### src/rtl/posit_mul_sequencer.sv
`default_nettype none
// ============================================================================
// posit_mul_sequencer: control FSM stepping a posit multiply through decode,
// mul/exp, adjust, round and encode stages with per-state timeout.  Rev 1.0
// ============================================================================
module posit_mul_sequencer #(
  parameter int TIMEOUT = 255
) (
  input  logic        clk,
  input  logic        rst,
  input  logic        start,
  input  logic [31:0] posit_a,
  input  logic [31:0] posit_b,
  output logic [31:0] op_a,
  output logic [31:0] op_b,
  output logic        dec_start,
  input  logic        dec_done_a,
  input  logic        dec_done_b,
  input  logic        zero_a,
  input  logic        nar_a,
  input  logic        zero_b,
  input  logic        nar_b,
  output logic        mul_load,
  output logic        exp_start,
  input  logic        mul_done,
  input  logic        exp_done,
  input  logic        exp_nar,
  input  logic        exp_zero,
  output logic        adj_start,
  output logic        rnd_start,
  output logic        enc_start,
  input  logic        adj_done,
  input  logic        rnd_done,
  input  logic        enc_done,
  input  logic [31:0] enc_result,
  output logic [31:0] posit_result,
  output logic        done,
  output logic        busy,
  output logic        err
);

  localparam int          CW       = (TIMEOUT < 2) ? 1 : $clog2(TIMEOUT + 1);
  localparam logic [31:0] NAR      = 32'h8000_0000;
  localparam logic [CW-1:0] CNT_LAST = CW'(TIMEOUT - 1);

  typedef enum logic [2:0] {
    S_IDLE   = 3'd0,
    S_DECODE = 3'd1,
    S_MULEXP = 3'd2,
    S_ADJUST = 3'd3,
    S_ROUND  = 3'd4,
    S_ENCODE = 3'd5,
    S_FINISH = 3'd6
  } state_t;

  state_t        state_q, state_d;
  logic [CW-1:0] cnt_q, cnt_d;
  logic          got_a_q, got_a_d, got_b_q, got_b_d;
  logic          nar_q, nar_d, zero_q, zero_d;
  logic [31:0]   op_a_q, op_a_d, op_b_q, op_b_d;
  logic [31:0]   result_q, result_d;
  logic          err_q, err_d;
  logic          first_cycle;
  logic          wait_st;

  // The counter is zero only in the first cycle of a state, which doubles as the pulse cycle.
  assign first_cycle = (cnt_q == '0);
  assign wait_st     = (state_q == S_DECODE) || (state_q == S_MULEXP) || (state_q == S_ADJUST) ||
                       (state_q == S_ROUND)  || (state_q == S_ENCODE);

  always_comb begin
    state_d  = state_q;
    cnt_d    = cnt_q;
    got_a_d  = got_a_q;
    got_b_d  = got_b_q;
    nar_d    = nar_q;
    zero_d   = zero_q;
    op_a_d   = op_a_q;
    op_b_d   = op_b_q;
    result_d = result_q;
    err_d    = err_q;

    case (state_q)
      S_IDLE: begin
        if (start) begin
          op_a_d  = posit_a;
          op_b_d  = posit_b;
          err_d   = 1'b0;
          state_d = S_DECODE;
        end
      end
      S_DECODE: begin
        if (!first_cycle) begin
          if (dec_done_a && !got_a_q) begin
            got_a_d = 1'b1;
            nar_d   = nar_d | nar_a;
            zero_d  = zero_d | zero_a;
          end
          if (dec_done_b && !got_b_q) begin
            got_b_d = 1'b1;
            nar_d   = nar_d | nar_b;
            zero_d  = zero_d | zero_b;
          end
          if (got_a_d && got_b_d) begin
            if (nar_d) begin
              result_d = NAR;
              state_d  = S_FINISH;
            end else if (zero_d) begin
              result_d = 32'h0;
              state_d  = S_FINISH;
            end else begin
              state_d  = S_MULEXP;
            end
          end
        end
      end
      S_MULEXP: begin
        if (!first_cycle) begin
          if (mul_done) got_a_d = 1'b1;
          if (exp_done && !got_b_q) begin
            got_b_d = 1'b1;
            nar_d   = exp_nar;
            zero_d  = exp_zero;
          end
          if (got_a_d && got_b_d) begin
            if (nar_d) begin
              result_d = NAR;
              state_d  = S_FINISH;
            end else if (zero_d) begin
              result_d = 32'h0;
              state_d  = S_FINISH;
            end else begin
              state_d  = S_ADJUST;
            end
          end
        end
      end
      S_ADJUST: if (!first_cycle && adj_done) state_d = S_ROUND;
      S_ROUND:  if (!first_cycle && rnd_done) state_d = S_ENCODE;
      S_ENCODE: begin
        if (!first_cycle && enc_done) begin
          result_d = enc_result;
          state_d  = S_FINISH;
        end
      end
      S_FINISH: state_d = S_IDLE;
      default:  state_d = S_IDLE;
    endcase

    // A stage completing on the last allowed cycle wins over the abort.
    if (wait_st && (state_d == state_q) && (cnt_q == CNT_LAST)) begin
      state_d  = S_FINISH;
      result_d = NAR;
      err_d    = 1'b1;
    end

    if (state_d != state_q) begin
      cnt_d   = '0;
      got_a_d = 1'b0;
      got_b_d = 1'b0;
      nar_d   = 1'b0;
      zero_d  = 1'b0;
    end else if (wait_st) begin
      cnt_d = cnt_q + CW'(1);
    end
  end

  always_ff @(posedge clk) begin
    if (rst) begin
      state_q  <= S_IDLE;
      cnt_q    <= '0;
      got_a_q  <= 1'b0;
      got_b_q  <= 1'b0;
      nar_q    <= 1'b0;
      zero_q   <= 1'b0;
      op_a_q   <= 32'h0;
      op_b_q   <= 32'h0;
      result_q <= 32'h0;
      err_q    <= 1'b0;
    end else begin
      state_q  <= state_d;
      cnt_q    <= cnt_d;
      got_a_q  <= got_a_d;
      got_b_q  <= got_b_d;
      nar_q    <= nar_d;
      zero_q   <= zero_d;
      op_a_q   <= op_a_d;
      op_b_q   <= op_b_d;
      result_q <= result_d;
      err_q    <= err_d;
    end
  end

  assign op_a         = op_a_q;
  assign op_b         = op_b_q;
  assign posit_result = result_q;
  assign err          = err_q;
  assign busy         = (state_q != S_IDLE);
  assign done         = (state_q == S_FINISH);
  assign dec_start    = (state_q == S_DECODE) && first_cycle;
  assign mul_load     = (state_q == S_MULEXP) && first_cycle;
  assign exp_start    = (state_q == S_MULEXP) && first_cycle;
  assign adj_start    = (state_q == S_ADJUST) && first_cycle;
  assign rnd_start    = (state_q == S_ROUND)  && first_cycle;
  assign enc_start    = (state_q == S_ENCODE) && first_cycle;

endmodule
`default_nettype wire
### config.mk
export PLATFORM = sky130hd
export DESIGN_NAME = posit_mul_sequencer
export DESIGN_NICKNAME = d
export VERILOG_FILES = /design/src/rtl/posit_mul_sequencer.sv
export SDC_FILE = /design/constraint.sdc
export NUM_CORES = 1
export LEC_CHECK = 0
export ABC_AREA = 1
export ABC_CLOCK_PERIOD_IN_PS = 3350
export BUFFER_PORTS_ARGS = -buffer_cell sky130_fd_sc_hd__buf_2
export CORE_ASPECT_RATIO = 1.2
export CORE_MARGIN = 2
export CORE_UTILIZATION = 52
export CTS_BUF_LIST = sky130_fd_sc_hd__clkbuf_4 sky130_fd_sc_hd__clkbuf_8
export DETAILED_ROUTE_END_ITERATION = 7
export GPL_TIMING_DRIVEN = 0
export PLACE_DENSITY = 0.87
export SETUP_SLACK_MARGIN = 0.02
export SYNTH_ARGS = -nofsm -noshare
export SYNTH_HDL_FRONTEND = slang
export SYNTH_SLANG_ARGS = --single-unit
### constraint.sdc
create_clock -name clk -period 3.35 [get_ports clk]
set_input_delay 0.67 -clock clk [delete_from_list [all_inputs] [get_ports clk]]
set_output_delay 0.67 -clock clk [all_outputs]
set_load 0.05 [all_outputs]
==> flow_summary.json, run 1 <==
{
  "avgRoutedWirePerCell_um": 13.0,
  "cpMaxStageDelayCell": "dfxtp_1",
  "worstPathArrival_ns": 1.92,
  "cellPowerDensity_mw_per_mm2": 494,
  "rsz0062_at_grt": "false",
  "worstRegToRegCells": 16,
  "cts_resized": 0,
  "internal_power_w": 0.00205,
  "die-height_um": 109,
  "synth-main-ff-cell": "dfxtp_1",
  "clockRootBuffer": "clkbuf_8",
  "slew_viol_final": 0,
  "clock-sinks": 112,
  "drv_cap": 0,
  "run_status": "finished, final reports clean",
  "die_w_um": 91.6,
  "p_clk_share_pct": 28.4,
  "synth_commonest_cells": "112 x dfxtp_1, 106 x a21oi_1, 90 x inv_1",
  "yosysSeqAreaShare_pct": 46.9,
  "finClkSkew_ns": 0.0135,
  "drc": 0,
  "start_kind": "flop",
  "antenna_found_initial": 0,
  "min_path_cells": 2,
  "drive_gt1_share_pct": 32.5,
  "clkSlewWorstSetupHoldPaths_ns": 0.09,
  "critPathMaxStageDelay_ns": 0.36,
  "synth_top_area_share_pct": 46.9,
  "grt_max_degree": 18,
  "finalCritPeriodShare_pct": 77.4,
  "slew_headroom_pct": 70.5,
  "synth_edf_count": 0,
  "synth_top_area_cell": "dfxtp_1",
  "ys_seq_elements": 112,
  "seqPwrFrac_pct": 47.4,
  "routed_via_density": 5.00,
  "num_vias": 4921,
  "initial_core_util_pct": 53.2,
  "syn_inst": 633,
  "clockBufferDepth": 2,
  "cts_max_level": 3,
  "hold_path_end": "op_b[11]",
  "multi_input_area_mm2": 0.00198,
  "critPathTopFamily": "buffers and inverters",
  "antennaDiodeCount": 0,
  "final_antenna_net_count": 0,
  "grt_overflow": 0,
  "grt_usage_pct": 24.9,
  "whs_ns": 0.445,
  "worst_pin_slew_ns": 0.443,
  "r2r_slack_ns": 0.99,
  "io_pins": 217,
  "yosys_warnings": 0,
  "nets": 975,
  "synth_cell_types": 31,
  "rows": 38,
  "setup_viol": 0,
  "cts_made_buffers": 9,
  "cts_tree": "yes",
  "end_kind": "primary output",
  "dr.pass1.iters": 4,
  "path_buf_inv": 3,
  "synthArstFlopShare_pct": 0,
  "min_path_type": "flop to flop",
  "finalWorstSetupSlack_ns": 0.756,
  "totalWireLength_mm": 12.8,
  "crit_chain": "inv_1 -> ha_1 -> nand2_1 -> nor2_2 -> nand2_2 -> buf_6 -> nor4_1 -> buf_2",
  "synth_most_common_cell": "dfxtp_1",
  "syn_nets": 748,
  "ys_top_cells_by_area": "dfxtp_1 47%, a21oi_1 11%, o21ai_0 7.5%",
  "syn_avg_cell_area_um2": 7.56,
  "hold_viol": 0,
  "grt_pass1_wl_mm": 20.0,
  "r2r-start": "cnt_q[0]",
  "dieArea_mm2": 0.00999,
  "leakagePower_nw": 2.95,
  "cts_setup_buffers": 0,
  "syn_area_mm2": 0.00478,
  "ctsHoldBuffers": 0,
  "combPwrFrac_pct": 24.2,
  "first_iter_violations": 195,
  "gp_congestion": 0.887,
  "final_util_pct": 69.4,
  "n_fill_cell": 761,
  "critPathKind": "flop to primary output",
  "grt_pass1_vias": 4462,
  "dp_slack_ns": 0.812,
  "port-buffer-count": 216,
  "setup_tns_ns": 0,
  "required_ns": 2.68,
  "max-vdd-ir-drop_mv": 0.404,
  "hp-start": "op_b[11]",
  "cp_max_fo": 10,
  "synthToLayoutAreaGrowth_pct": 30.3,
  "min_period_ns": 2.59,
  "switching_share_pct": 33.5,
  "hpwl_mm": 9.78,
  "core_area_mm2": 0.00899,
  "r2r-end": "posit_result[15]",
  "insertion_delay_ns": 0.38,
  "layout.area.seq_mm2": 0.00224,
  "power.switching_w": 0.00103,
  "fmax_mhz": 386
}
[layout by cell type (no fill, tap or decap)]
cell type	synthesis	routed
buf_2	5	221
dfxtp_1	112	112
a21oi_1	106	106
inv_1	90	90
nand2_1	80	80
o21ai_0	72	72
nand3_1	45	45
clkbuf_1	26	26
nor2_1	25	25
nor3_2	11	11
clkbuf_8	0	10
inv_2	8	8
xor2_1	7	7
nor3_1	6	6
nand2_2	5	5
nor2_2	4	4
nand3_2	4	4
buf_4	4	4
nand4_1	4	4
buf_6	3	3
ha_1	3	3
nor2_4	2	2
a22oi_1	2	2
clkinv_2	0	2
bufinv_16	0	2
inv_4	1	1
nor3_4	1	1
clkinv_1	1	1
nor4_1	1	1
nand3b_1	1	1
a21oi_2	1	1
nand3_4	1	1
o211ai_1	1	1
a31oi_1	1	1
inv_6	0	1
[flip-flops by register name, indices dropped and copies added (netlist names)]
signal,count
posit_result,32
err,1
op_a,32
got_b_q,1
nar_q,1
cnt_q,8
state_q,3
got_a_q,1
zero_q,1
op_b,32
[layout make-up]
| type | count | area share (%) |
|---|---|---|
| timing repair buffer | 216 | 17.3 |
| multi-input combinational | 383 | 31.7 |
| sequential | 112 | 36.0 |
| clock inverter | 5 | 1.26 |
| buffer | 38 | 2.99 |
| tap | 120 | 2.41 |
| clock buffer | 10 | 2.21 |
| inverter | 100 | 6.06 |
[worst min-delay path: cells and delay by family (launching register included)]
kind,cells,cell delay [ns]
DFF,1,0.32
buffers and inverters,1,0.04
AOI/OAI and AO/OA,1,0.05
[cells by family after synthesis]
| kind of cell | Yosys count | synth area share, % |
|---|---|---|
| flip-flops | 112 | 46.9 |
| AO/OA/AOI/OAI | 183 | 19.4 |
| AND/OR/NAND/NOR | 190 | 19.9 |
| adder cells (fa/ha/maj) | 3 | 0.785 |
| buffers and inverters | 138 | 11.8 |
| XOR/XNOR | 7 | 1.28 |
[layer usage]
layer	vias up	GRT usage, %	routed length (µm)	part of all wire (%)
met5	-	0	0	0
met4	0	10.5	200	1.6
met3	15	7.19	1100	8.6
met2	189	45.3	6490	51
met1	2217	27.1	4990	39
li1	2500	-	-	-
[metrics by stage]
step	power [W]	area (µm²)	instances
4_1_cts	0.00310	6230	984
3_5_place_dp	0.00223	6020	969
6_report	0.00308	6230	984
2_1_floorplan	0.00202	4780	633
5_1_grt	0.00321	6230	984
3_3_place_gp	0.00222	6020	969
[worst max-delay path by stage]
stage	from	end	slack, ns	depth (start not counted)
global route	cnt_q[0]	adj_start	0.59	8
global placement	dec_done_a	posit_result[11]	0.89	13
floorplan	cnt_q[0]	adj_start	0.30	7
CTS	cnt_q[0]	adj_start	0.73	8
detailed placement	dec_done_a	posit_result[13]	0.81	13
finish	cnt_q[0]	adj_start	0.76	8
[power groups by stage]
stage	Sequential, W	Combinational, W	Clock [W]
2_1_floorplan	0.00176	0.000255	0
4_1_cts	0.00146	0.000748	0.000890
5_1_grt	0.00147	0.000805	0.000939
6_report	0.00146	0.000745	0.000875
3_5_place_dp	0.00149	0.000745	0
3_3_place_gp	0.00149	0.000735	0
Power figures use the tool's default switching activity.
==> run 2, diff against run 1 <==
Settings changed: ABC_CLOCK_PERIOD_IN_PS 3350 to 2200, CORE_UTILIZATION 52 to 44, PLACE_DENSITY 0.87 to 0.79.
Clock period 3.35 ns to 2.2 ns, I/O delays scaled along.
==> run 2 against run 1 <==
Effect of this change: the run now ends with setup timing left; final area up 7.1%; critical path depth rose by 7; die area increased by 17%; register-to-register slack lost 1.1 ns; clock power increased by 37%; wire length rose by 3.9%; worst setup slack got worse by 0.84 ns; largest power group unchanged.
==> flow_summary.json, run 2 (same netlist as run 1, synthesis figures left out) <==
{
  "cts_max_level": 3,
  "port-buffer-count": 216,
  "cts_made_buffers": 9,
  "cp_max_fo": 5,
  "grt_max_degree": 20,
  "nets": 994,
  "first_iter_violations": 109,
  "fmax_mhz": 437,
  "die_w_um": 99.2,
  "dieArea_mm2": 0.0117,
  "final_cell_mix": "212 x buf_2, 105 x dfxtp_1, 104 x a21oi_1, 88 x inv_1, 71 x o21ai_0",
  "core_area_mm2": 0.0106,
  "run_status": "finished with violations",
  "clockRootBuffer": "clkbuf_8",
  "initial_core_util_pct": 45.3,
  "num_vias": 4931,
  "totalWireLength_mm": 13.3,
  "cellPowerDensity_mw_per_mm2": 699,
  "ctsHoldBuffers": 0,
  "setup_tns_ns": -0.397,
  "clockBufferDepth": 2,
  "insertion_delay_ns": 0.37,
  "drv_cap": 0,
  "io_pins": 217,
  "leakagePower_nw": 3.11,
  "antenna_found_initial": 0,
  "grt_pass1_wl_mm": 20.8,
  "final_common_cell": "buf_2",
  "gp_congestion": 0.858,
  "clkSlewWorstSetupHoldPaths_ns": 0.11,
  "violations": "setup timing",
  "synthToLayoutAreaGrowth_pct": 39.5,
  "finalWorstSetupSlack_ns": -0.0886,
  "slew_headroom_pct": 68.5,
  "drive_gt1_share_pct": 37.8,
  "final_util_pct": 63.2,
  "clock-sinks": 112,
  "rsz0062_at_grt": "true",
  "finalCritPeriodShare_pct": 104,
  "drc": 0,
  "start_kind": "flop",
  "dr.pass1.iters": 6,
  "finClkSkew_ns": 0.0146,
  "slew_viol_final": 0,
  "min_period_ns": 2.29,
  "routed_via_density": 4.87,
  "grt_usage_pct": 21.3,
  "required_ns": 2.50,
  "hold_viol": 0,
  "p_total_w": 0.00467,
  "avgRoutedWirePerCell_um": 13.1,
  "grt_overflow": 0,
  "worst_pin_slew_ns": 0.472,
  "n_fill_cell": 954,
  "final_antenna_net_count": 0,
  "critPathKind": "flop to flop",
  "die-height_um": 118,
  "cts_tree": "yes",
  "max-vdd-ir-drop_mv": 0.523,
  "hpwl_mm": 9.75,
  "min_path_type": "input port to flop",
  "setup_viol": 12,
  "dp_slack_ns": -0.128,
  "end_kind": "flop",
  "rows": 41,
  "antennaDiodeCount": 0,
  "grt_pass1_vias": 4619,
  "worstPathArrival_ns": 2.59
}
run 2: cell types whose count changed in the layout (fill, tap and decap cells not counted), moves of 4 or more:
cell	change
buf_2	-9
buf_4	+17
dfxtp_1	-7
buf_6	+4
nor2_4	+5
nor3_4	+7
dfxtp_2	+6
nand2_1	-11
nor3_2	-5
nand2_2	+9
nor2_1	-4
run 2: final cells by class:
class                   count  area, µm²  area share, %
plain buffers              38        219           3.28
clock buffers              11        145           2.17
clock inverters             5       51.3          0.769
inverters                 100        378           5.66
multi-input cells         383       2160           32.3
flip-flops and latches    112       2250           33.8
well taps                 129        161           2.42
repair buffers            235       1310           19.6
run 2: stage by stage:
step,hold slack (ns),cell area [µm²],instances
2_1_floorplan,0.509,4800,633
3_3_place_gp,0.428,6040,978
3_5_place_dp,0.432,6040,978
4_1_cts,0.299,6340,999
5_1_grt,0.302,6680,1013
6_report,0.321,6680,1013
run 2: layer usage:
metal  share of wire (%)  track usage, %
met1                  41            24.8
met2                  49            36.7
met3                 8.5            7.04
met4                 1.9            6.93
met5                   0               0
run 2: worst max-delay path: stages (launching register included):
cell and delay (ns):
dfxtp_2 0.34, inv_2 0.08, ha_4 0.14, nand3_1 0.09, nor2_1 0.26, o21ai_0 0.21
nor2_4 0.16, nand2_2 0.07, nand2_2 0.08, nand2_2 0.07, nand3_4 0.13, nand2_2 0.07
nand2_2 0.07, nand3_4 0.12, clkbuf_16 0.20, nor3_4 0.13
run 2: where the power goes:
part / internal [W] / switching (W)
logic: 0.000362 / 0.000882
clock network: 0.000477 / 0.000723
registers: 0.00216 / 0.0000671
total: 0.00299 / 0.00167
run 2: what timing repair did:
action	CTS	global route
resized for setup	24	49
gates cloned	1	2
endpoints found under the setup margin	46	48
buffers inserted	4	12
pin swaps	3	18
hold endpoints to repair	0	0
run 2: path summary, 6_finish.rpt:
| path | startpoint | slack, ns | to | depth (start not counted) |
|---|---|---|---|---|
| setup reg to reg | cnt_q[0] | -0.09 | cnt_q[3] | 15 |
| hold reg to reg | op_b[7] | 0.45 | op_b[7] | 2 |
| hold / removal | enc_result[21] | 0.32 | posit_result[21] | 3 |
| setup / recovery | cnt_q[0] | -0.09 | cnt_q[3] | 15 |
==> run 3, diff against run 2 <==
Settings changed: CORE_MARGIN 2 to 3.
==> run 3 against run 2 <==
Effect of this change: the flow now finishes without violations; clock-buffer cell count decreased by 2; worst setup slack improved by 0.12 ns; sequential share of layout area increased by 0.20 points; critical endpoint is now got_a_q; via count increased by 1.5%.
==> flow_summary.json, run 3 (same netlist as run 1, synthesis figures left out) <==
{
  "run_status": "finished, final reports clean",
  "grt_max_degree": 21,
  "final_cell_mix": "211 x buf_2, 108 x dfxtp_1, 105 x a21oi_1, 87 x inv_1, 71 x o21ai_0",
  "grt_overflow": 0,
  "wl_met3_mm": 1.29,
  "insertion_delay_ns": 0.37,
  "min_path_type": "input port to flop",
  "drv_cap": 0,
  "cts_max_level": 3,
  "synthToLayoutAreaGrowth_pct": 38.3,
  "clkSlewWorstSetupHoldPaths_ns": 0.12,
  "final_antenna_net_count": 0,
  "rsz0062_at_grt": "true",
  "end_kind": "flop",
  "grt_usage_pct": 20.8,
  "clockRootBuffer": "clkbuf_8",
  "clockBufferDepth": 2,
  "first_iter_violations": 122,
  "setup_viol": 0,
  "crit_top_cell": "nand2_2",
  "whs_ns": 0.329,
  "critPathTopFamily": "simple AND/OR/NAND/NOR gates",
  "max-vdd-ir-drop_mv": 0.417,
  "port-buffer-count": 216,
  "critPathMaxStageDelay_ns": 0.34,
  "min_period_ns": 2.17,
  "cp_max_fo": 5,
  "cpMaxStageDelayCell": "dfxtp_2",
  "die-height_um": 120,
  "totalWireLength_mm": 13.6,
  "dr_wl_met2_mm": 6.72,
  "dr.pass1.iters": 5,
  "drive_gt1_share_pct": 37.4,
  "rows": 41,
  "required_ns": 2.48,
  "leakagePower_nw": 3.09,
  "worst_pin_slew_ns": 0.465,
  "ctsHoldBuffers": 0,
  "worstPathArrival_ns": 2.45,
  "dp_slack_ns": -0.133,
  "slew_viol_final": 0,
  "clock-sinks": 112,
  "gp_congestion": 0.890,
  "dieArea_mm2": 0.0122,
  "die_w_um": 101,
  "grt_pass1_wl_mm": 20.8,
  "finalCritPeriodShare_pct": 98.6,
  "hpwl_mm": 10.0,
  "final_common_cell": "buf_2",
  "nets": 990,
  "setup_tns_ns": 0,
  "drt-met1-wl_mm": 5.38,
  "hold_viol": 0,
  "num_vias": 5005,
  "finClkSkew_ns": 0.0148,
  "antennaDiodeCount": 0,
  "start_kind": "flop",
  "fmax_mhz": 461,
  "initial_core_util_pct": 45.3,
  "grt_pass1_vias": 4652,
  "critPathKind": "flop to flop",
  "antenna_found_initial": 0,
  "path_buf_inv": 2,
  "finalWorstSetupSlack_ns": 0.0306,
  "routed.top_layer": "met4",
  "crit_chain": "inv_2 -> ha_4 -> nand3_1 -> nor2_1 -> o21ai_0 -> nor2_2 -> nand2_2 -> nand2_2 -> nand2_2 -> nand3_4 -> nand2_2 -> nand2_2 -> nand3_4 -> buf_4 -> nor3_1",
  "cts_made_buffers": 9,
  "core_area_mm2": 0.0106,
  "io_pins": 217,
  "avgRoutedWirePerCell_um": 13.5,
  "cellPowerDensity_mw_per_mm2": 731,
  "cts_tree": "yes",
  "drc": 0,
  "routed_via_density": 4.96,
  "slew_headroom_pct": 69.0
}
-- run 3: changes by cell type in the layout (fill, tap and decap cells not counted), sizes merged --
| cell | delta |
|---|---|
| buf | -4 |
| bufinv | +2 |
| clkbuf | -2 |
| inv | +1 |
| clkinv | -1 |
-- run 3: stage by stage --
step	power [W]	utilization, %	area [µm²]	std cells
after floorplan	0.00307	-	4800	633
after global placement	0.00339	57.2	6040	978
after detailed placement	0.00341	57.2	6040	978
after CTS	0.00482	60.3	6380	1000
after global routing	0.00508	62.6	6620	1009
final	0.00484	62.6	6620	1009
-- run 3: path summary, 6_finish.rpt --
kind	from	end	slack, ns	cells after the start
hold reg to reg	op_a[15]	op_a[15]	0.45	2
hold / removal	enc_result[13]	posit_result[13]	0.33	3
setup reg to reg	cnt_q[1]	got_a_q	0.03	15
setup / recovery	cnt_q[1]	got_a_q	0.03	15
-- run 3: per-layer routing --
layer	global-route usage [%]	vias to the layer above
met5	0	-
met4	5.49	0
met3	7.10	18
met2	36.0	202
met1	24.4	2252
li1	-	2533
-- run 3: area by class of cell --
| cell class | instances | area [µm²] |
|---|---|---|
| Tap cell | 129 | 161 |
| Inverter | 100 | 378 |
| Multi-Input combinational cell | 383 | 2120 |
| Clock inverter | 7 | 111 |
| Buffer | 38 | 211 |
| Fill cell | 991 | 3950 |
| Sequential cell | 112 | 2250 |
| Clock buffer | 9 | 124 |
| Timing Repair Buffer | 231 | 1260 |
-- run 3: worst min-delay path, stage by stage --
cell and delay (ns):
buf_2 0.10, nand3_1 0.07, a21oi_1 0.06
-- run 3: power by group --
group	internal [W]	total [W]	switching, W
Clock	0.000664	0.00140	0.000734
Combinational	0.000350	0.00122	0.000868
Sequential	0.00216	0.00222	0.0000668
-- run 3: timing repair --
item                       in CTS  in global routing
setup buffers                   5                  7
cloned                          1                  2
setup endpoints to repair      46                 49
resized for setup              22                 40
pin swaps                       2                 14
